## src/rtl/jt12_timer_ctrl.sv

```systemverilog
// jt12_timer_ctrl: CPU-side register front end for timers A/B (part I regs 0x24-0x27),
// status byte and CSM key-on. The busy counter is built only when JT12_BUSY_EN is defined.
module jt12_timer_ctrl #(
  parameter int unsigned BUSY_CYCLES = 32
) (
  input  logic       clk,
  input  logic       rst_n,
  input  logic       cen,
  input  logic       write,
  input  logic [1:0] addr,
  input  logic [7:0] din,
  output logic [7:0] dout,
  input  logic       flag_A,
  input  logic       flag_B,
  input  logic       overflow_A,
  output logic [9:0] value_A,
  output logic [7:0] value_B,
  output logic       load_A,
  output logic       load_B,
  output logic       clr_run_A,
  output logic       clr_run_B,
  output logic       clr_flag_A,
  output logic       clr_flag_B,
  output logic       enable_irq_A,
  output logic       enable_irq_B,
  output logic [1:0] ch3_mode,
  output logic       csm_kon,
  output logic       busy
);

  logic [7:0] r_addr;
  logic       r_part;
  logic [1:0] r_load_prev;

  logic w_addr_wr;
  logic w_data_wr;
  logic w_reg_wr;
  logic w_wr_24;
  logic w_wr_25;
  logic w_wr_26;
  logic w_wr_27;

  assign w_addr_wr = write & ~addr[0];
  assign w_data_wr = write &  addr[0];
  // Only part I writes to 0x24..0x27 touch the timer registers.
  assign w_reg_wr  = w_data_wr & ~r_part & (r_addr[7:2] == 6'b001001);
  assign w_wr_24   = w_reg_wr & (r_addr[1:0] == 2'd0);
  assign w_wr_25   = w_reg_wr & (r_addr[1:0] == 2'd1);
  assign w_wr_26   = w_reg_wr & (r_addr[1:0] == 2'd2);
  assign w_wr_27   = w_reg_wr & (r_addr[1:0] == 2'd3);

  always_ff @(posedge clk or negedge rst_n) begin
    if (!rst_n) begin
      r_addr       <= 8'h00;
      r_part       <= 1'b0;
      r_load_prev  <= 2'b00;
      value_A      <= 10'd0;
      value_B      <= 8'd0;
      load_A       <= 1'b0;
      load_B       <= 1'b0;
      clr_run_A    <= 1'b0;
      clr_run_B    <= 1'b0;
      clr_flag_A   <= 1'b0;
      clr_flag_B   <= 1'b0;
      enable_irq_A <= 1'b0;
      enable_irq_B <= 1'b0;
      ch3_mode     <= 2'b00;
      csm_kon      <= 1'b0;
    end else begin
      // NOTE: strobes default low every cycle, so a matching write raises them for exactly one clk.
      load_A     <= 1'b0;
      load_B     <= 1'b0;
      clr_run_A  <= 1'b0;
      clr_run_B  <= 1'b0;
      clr_flag_A <= 1'b0;
      clr_flag_B <= 1'b0;
      // NOTE: non-blocking, so csm_kon uses ch3_mode as it stood before a same-cycle 0x27 write.
      csm_kon    <= overflow_A & (ch3_mode == 2'b10);

      if (w_addr_wr) begin
        r_addr <= din;
        r_part <= addr[1];
      end
      if (w_wr_24) value_A[9:2] <= din;
      if (w_wr_25) value_A[1:0] <= din[1:0];
      if (w_wr_26) value_B      <= din;
      if (w_wr_27) begin
        ch3_mode     <= din[7:6];
        enable_irq_B <= din[3];
        enable_irq_A <= din[2];
        clr_flag_A   <= din[4];
        clr_flag_B   <= din[5];
        // Edge-detect the load bits so rewriting 0x27 never restarts a running timer.
        load_A       <=  din[0] & ~r_load_prev[0];
        load_B       <=  din[1] & ~r_load_prev[1];
        clr_run_A    <= ~din[0] &  r_load_prev[0];
        clr_run_B    <= ~din[1] &  r_load_prev[1];
        r_load_prev  <= din[1:0];
      end
    end
  end

`ifdef JT12_BUSY_EN
  logic [7:0] r_busy_cnt;

  always_ff @(posedge clk or negedge rst_n) begin
    if (!rst_n) begin
      r_busy_cnt <= 8'd0;
    end else if (w_data_wr) begin
      r_busy_cnt <= 8'(BUSY_CYCLES);
    end else if (cen && (r_busy_cnt != 8'd0)) begin
      r_busy_cnt <= r_busy_cnt - 8'd1;
    end
  end

  assign busy = (r_busy_cnt != 8'd0);
`else
  logic w_unused_busy;
  assign w_unused_busy = ^{cen, 8'(BUSY_CYCLES)};
  assign busy = 1'b0;
`endif

  assign dout = {busy, 5'b00000, flag_B, flag_A};

endmodule

```

## config.mk

```make
export PLATFORM = sky130hd
export DESIGN_NAME = jt12_timer_ctrl
export DESIGN_NICKNAME = d
export VERILOG_FILES = /design/src/rtl/jt12_timer_ctrl.sv
export SDC_FILE = /design/constraint.sdc
export NUM_CORES = 1
export LEC_CHECK = 0
export CAP_MARGIN = 10
export CORE_MARGIN = 2
export CORE_UTILIZATION = 27
export DETAILED_ROUTE_END_ITERATION = 10
export HOLD_SLACK_MARGIN = 0.05
export RECOVER_POWER = 100
export SETUP_SLACK_MARGIN = 0.5
export SLEW_MARGIN = 20
export SYNTH_ARGS = -nofsm -noshare
export SYNTH_HDL_FRONTEND = slang
export SYNTH_SLANG_ARGS = --single-unit
```

## constraint.sdc

```tcl
create_clock -name clk -period 1.3 [get_ports clk]
set_input_delay 0.13 -clock clk [delete_from_list [all_inputs] [get_ports clk]]
set_output_delay 0.13 -clock clk [all_outputs]
set_load 0.005 [all_outputs]
```

Word-level counts from Yosys, hierarchy flattened
Index checks and enable logic that the tools add are counted.
- RAM bits: 0
- register bits: 40
- memories kept: 0
- bits of input ports: 17
- bits in latches: 0
- logic and storage cells: 47
- output and inout port bits: 38
- memory bits (read-only): 0
- multiplexer cells: 6
- $add $sub $neg: 0
- shift operators: 0
- bitwise logic cells: 19
- equality and inequality tests: 5
- reduce and logical (&&, ||, !) cells: 1
- $lt $le $gt $ge: 0
- $mul: 0
- div/mod/pow operators: 0
- operators with widths (cell ; count):
    bitwise AND 1 bit ; 13
    equality test 2 bit (second input constant) ; 3
    equality test 6 x 4 -> 1 bit (second input constant) ; 1
    two-way mux 1 bit ; 6
    NOT 1 bit ; 6
    equality test 2 x 1 -> 1 bit (second input constant) ; 1
    zero test 2 bit ; 1

Depth between registers and ports, before layout
- depth after elaboration: 5
- depth in mapped cells: 4
- depth with buffers taken out: 3

Worst setup path before layout
Ideal clock, no wire load.
- path type: register to register
- from: register r_addr[4]
- to: register ch3_mode[0]
- path buffers: 1
- clock period less this slack: 1.394 ns
- setup time: 0.125 ns
- data required time: 1.175 ns
- stages on the path, launching flop included: 5
- path slack: -0.094 ns
- data arrival time: 1.269 ns
- cell sequence: dfrtp_1 and4bb_4 nand4_4 buf_6 mux2_4
- cells in the longest elaborated chain, start to end: 3
- ends and longest elaborated chain (element ; RTL line ; RTL):
    from (decl) ; 31 ; logic [7:0] r_addr;
    from (signal assigned) ; 81 ; r_addr <= din;
    equality test 6 x 4 -> 1 bit ; 46 ; assign w_reg_wr = w_data_wr & ~r_part & (r_addr[7:2] == 6'b001001);
    bitwise AND 1 bit ; 46 ;
    bitwise AND 1 bit ; 50 ; assign w_wr_27 = w_reg_wr & (r_addr[1:0] == 2'd3);
    to (signal assigned) ; 88 ; ch3_mode <= din[7:6];
    to (decl) ; 26 ; output logic [1:0] ch3_mode,
Every way passes these cells.
A chain may end at the register's enable or synchronous reset.

Worst setup path after layout
- from: register r_addr[3]
- to: register value_B[5]
- cells in the longest elaborated chain, start to end: 3
- ends and longest elaborated chain (element ; RTL line ; RTL):
    equality test 6 x 4 -> 1 bit ; 46 ;
    bitwise AND 1 bit ; 46 ;
    bitwise AND 1 bit ; 49 ; assign w_wr_26 = w_reg_wr & (r_addr[1:0] == 2'd2);
    to (signal assigned) ; 86 ; if (w_wr_26) value_B <= din;
    to (decl) ; 17 ; output logic [7:0] value_B,
Every way passes these cells.

==> results.yml <==
synthesis:
  synth-warning-count: 0
  ys_types: 19
  synth_seq_cells: 40
  synthCells: 105
  synthesis.area_um2: 1630
  syn_area_per_cell_um2: 15.5
  ys_seq_area_share_pct: 61.4
route:
  drt_iter0_drc: 24
  wl_per_cell_um: 14.4
  drt-vias-per-instance: 4.23
  drc_errors: 0
  drt_first_pass_iters: 4
  ant_nets: 0
  via_count: 1054
  routed_wl_mm: 3.60
outcome:
  status: "complete, but fails checks"
  violations: "negative setup slack"
floorplan:
  ios: 55
  core_area_um2: 5890
  die_y_um: 81.7
  rows: 28
  dieWidth_um: 81.7
  initial_utilization_pct: 27.7
  die_area_um2: 6670
clocking:
  cts_buffers: 5
  tritoncts: "done"
  root_buffer: "clkbuf_8"
  cts_sinks: 40
  cts_buffer_depth: 2
  h-tree-depth: 2
  clock_latency_ns: 0.29
  cts.reportedPaths.clkPinSlew_ns: 0.07
global_route:
  antenna_found_initial: 0
  grt_max_degree: 41
  grt_pass1_wl_mm: 5.84
  grt_use_total_pct: 11.9
  overflow: 0
  grt_pass1_vias: 1138
setup_path:
  critPathRequiredTime_ns: 1.48
  critPathKind: "register to register"
  crit_fanout: 8
  worst_setup_path_start_kind: "register"
  cp-end-kind: "register"
  cp.arrival_ns: 1.66
pwr:
  power.net_switching_mw: 0.604
  ir_worst_vdd_mv: 0.613
  power_density_nw_per_um2: 1170
  p_int_mw: 2.10
  clkPwrFrac_pct: 36.6
  seqPwrFrac_pct: 50.3
  sw_frac_of_total_pct: 22.3
  power_frac_comb_pct: 13.0
  p_leak_nw: 1.21
cells_and_area:
  final_net_count: 190
  diodes: 0
  syn2layout_area_growth_pct: 41.5
  fill_cells: 597
  multi_input_area_um2: 626
  layout-drive-gt1-share_pct: 57.5
  final_cell_mix: "dfrtp_1 (40), buf_2 (26), mux2_2 (21), mux2_4 (11), buf_4 (11)"
  postLayoutCoreUtil_pct: 39.2
  final-instance-count-excl-fill: 249
  layout_commonest_cell: "dfrtp_1"
  final-seq-area_um2: 1000
  final_cell_area_um2: 2300
sta:
  final.min_clock_period_ns: 1.49
  fmax_mhz: 673
  slew-limit-headroom_pct: 34.7
  finalHoldViolations: 0
  period_share_pct: 114
  worst_slack_ns: -0.186
  final-max-slew-violation-count: 0
  grt_setup_unrepaired: "yes"
  tightest_slew_ns: 0.979
  timing.clock.skew_ns: 0.00187
  setup-violations-final: 29
placed_design:
  gp_congestion: 0.663
  portBuffers: 42
  placed_cells: 228
  dpl_cell_area_um2: 2190
  hpwlAfterDp_mm: 2.52
run:
  drv_cap: 0
min_path:
  min_path_type: "primary input to async pin"
## state kept, by name, summed over array words and instances, names as in the netlist
name and flops:
load_A 1, load_B 1, r_addr 8, clr_flag_B 1
clr_flag_A 1, ch3_mode 2, r_part 1, value_A 10
clr_run_A 1, r_load_prev 2, enable_irq_A 1, enable_irq_B 1
value_B 8, csm_kon 1, clr_run_B 1
## power groups by stage
stage | clock [mW] | sequential [mW] | combinational, mW
final | 0.990 | 1.36 | 0.352
after global routing | 1.08 | 1.37 | 0.384
after CTS | 1.03 | 1.36 | 0.347
after detailed placement | 0 | 1.39 | 0.339
after global placement | 0 | 1.38 | 0.328
after floorplan | 0 | 1.38 | 0.156
## layout make-up
cell class              count  share of cell area (%)
clock buffers               5                    2.99
clock inverters             3                    1.85
inverters                   2                   0.326
multi-input cells          58                    27.1
flip-flops and latches     40                    43.4
well taps                  75                    4.07
repair buffers             66                    20.2
## layer usage
layer | global-route usage (%) | wire, µm | vias up | share of wire [%]
met4 | 4.50 | 34 | 0 | 0.95
met5 | 0 | 0 | - | 0
li1 | - | - | 487 | -
met3 | 3.41 | 172 | 2 | 4.8
met1 | 13.8 | 1440 | 538 | 40
met2 | 20.9 | 1950 | 27 | 54
## synth_stat cells
cell type	number	area (µm²)
buf_6	1	11.3
buf_4	9	67.6
nor3_1	1	5.00
nor2_1	4	15.0
and4b_1	1	10.0
buf_2	1	5.00
nand2_1	1	3.75
conb_1	1	3.75
mux2_4	4	60.1
nor2b_1	1	6.26
inv_1	2	7.51
nand4_1	1	6.26
nand3_2	2	20.0
and4bb_4	1	16.3
nand4_4	1	21.3
and4bb_2	1	12.5
dfrtp_1	40	1000
mux2_2	29	327
nor3b_1	4	30.0
## cells by family (layout without fill, tap and decap cells)
logic type	after synthesis	after routing	share of synthesized area, %
other	1	7	0.230
multiplexers	33	33	23.7
AND/OR/NAND/NOR	18	18	8.99
flip-flops	40	40	61.4
buffers and inverters	13	76	5.61
## worst max-delay path, cell delays in order, from the launching register on
cell,delay [ns]
dfrtp_1,0.39
and4bb_4,0.40
nand3_2,0.24
mux2_2,0.34
## worst paths after layout
path / startpoint / endpoint / slack, ns / cells past startpoint
max: r_addr[3] / value_B[5] / -0.19 / 3
min: rst_n / csm_kon / 0.07 / 2
max reg2reg: r_addr[3] / value_B[5] / -0.19 / 3
min reg2reg: r_load_prev[1] / load_B / 0.46 / 1
max in group asynchronous: rst_n / value_A[6] / 0.62 / 2
min in group clk: flag_B / dout[1] / 0.26 / 0
## through the flow
step	power, mW	hold WS (ns)	TNS (ns)	worst slack, ns
after floorplan	1.54	-0.166	-0.320	-0.0706
after global placement	1.71	0.205	-10.03	-0.364
after detailed placement	1.73	0.226	-10.70	-0.444
after CTS	2.73	-0.0976	-3.54	-0.175
after global routing	2.84	0.155	-5.18	-0.232
final	2.70	0.0738	-3.88	-0.186
## repair_timing
action | CTS | global route
endpoints found under the hold margin | 40 | 40
pin swaps | 4 | 4
setup endpoints to repair | 68 | 66
resized for setup | 127 | 10
setup buffers | 9 | 4
No activity file was read; power rests on OpenSTA's default activity.
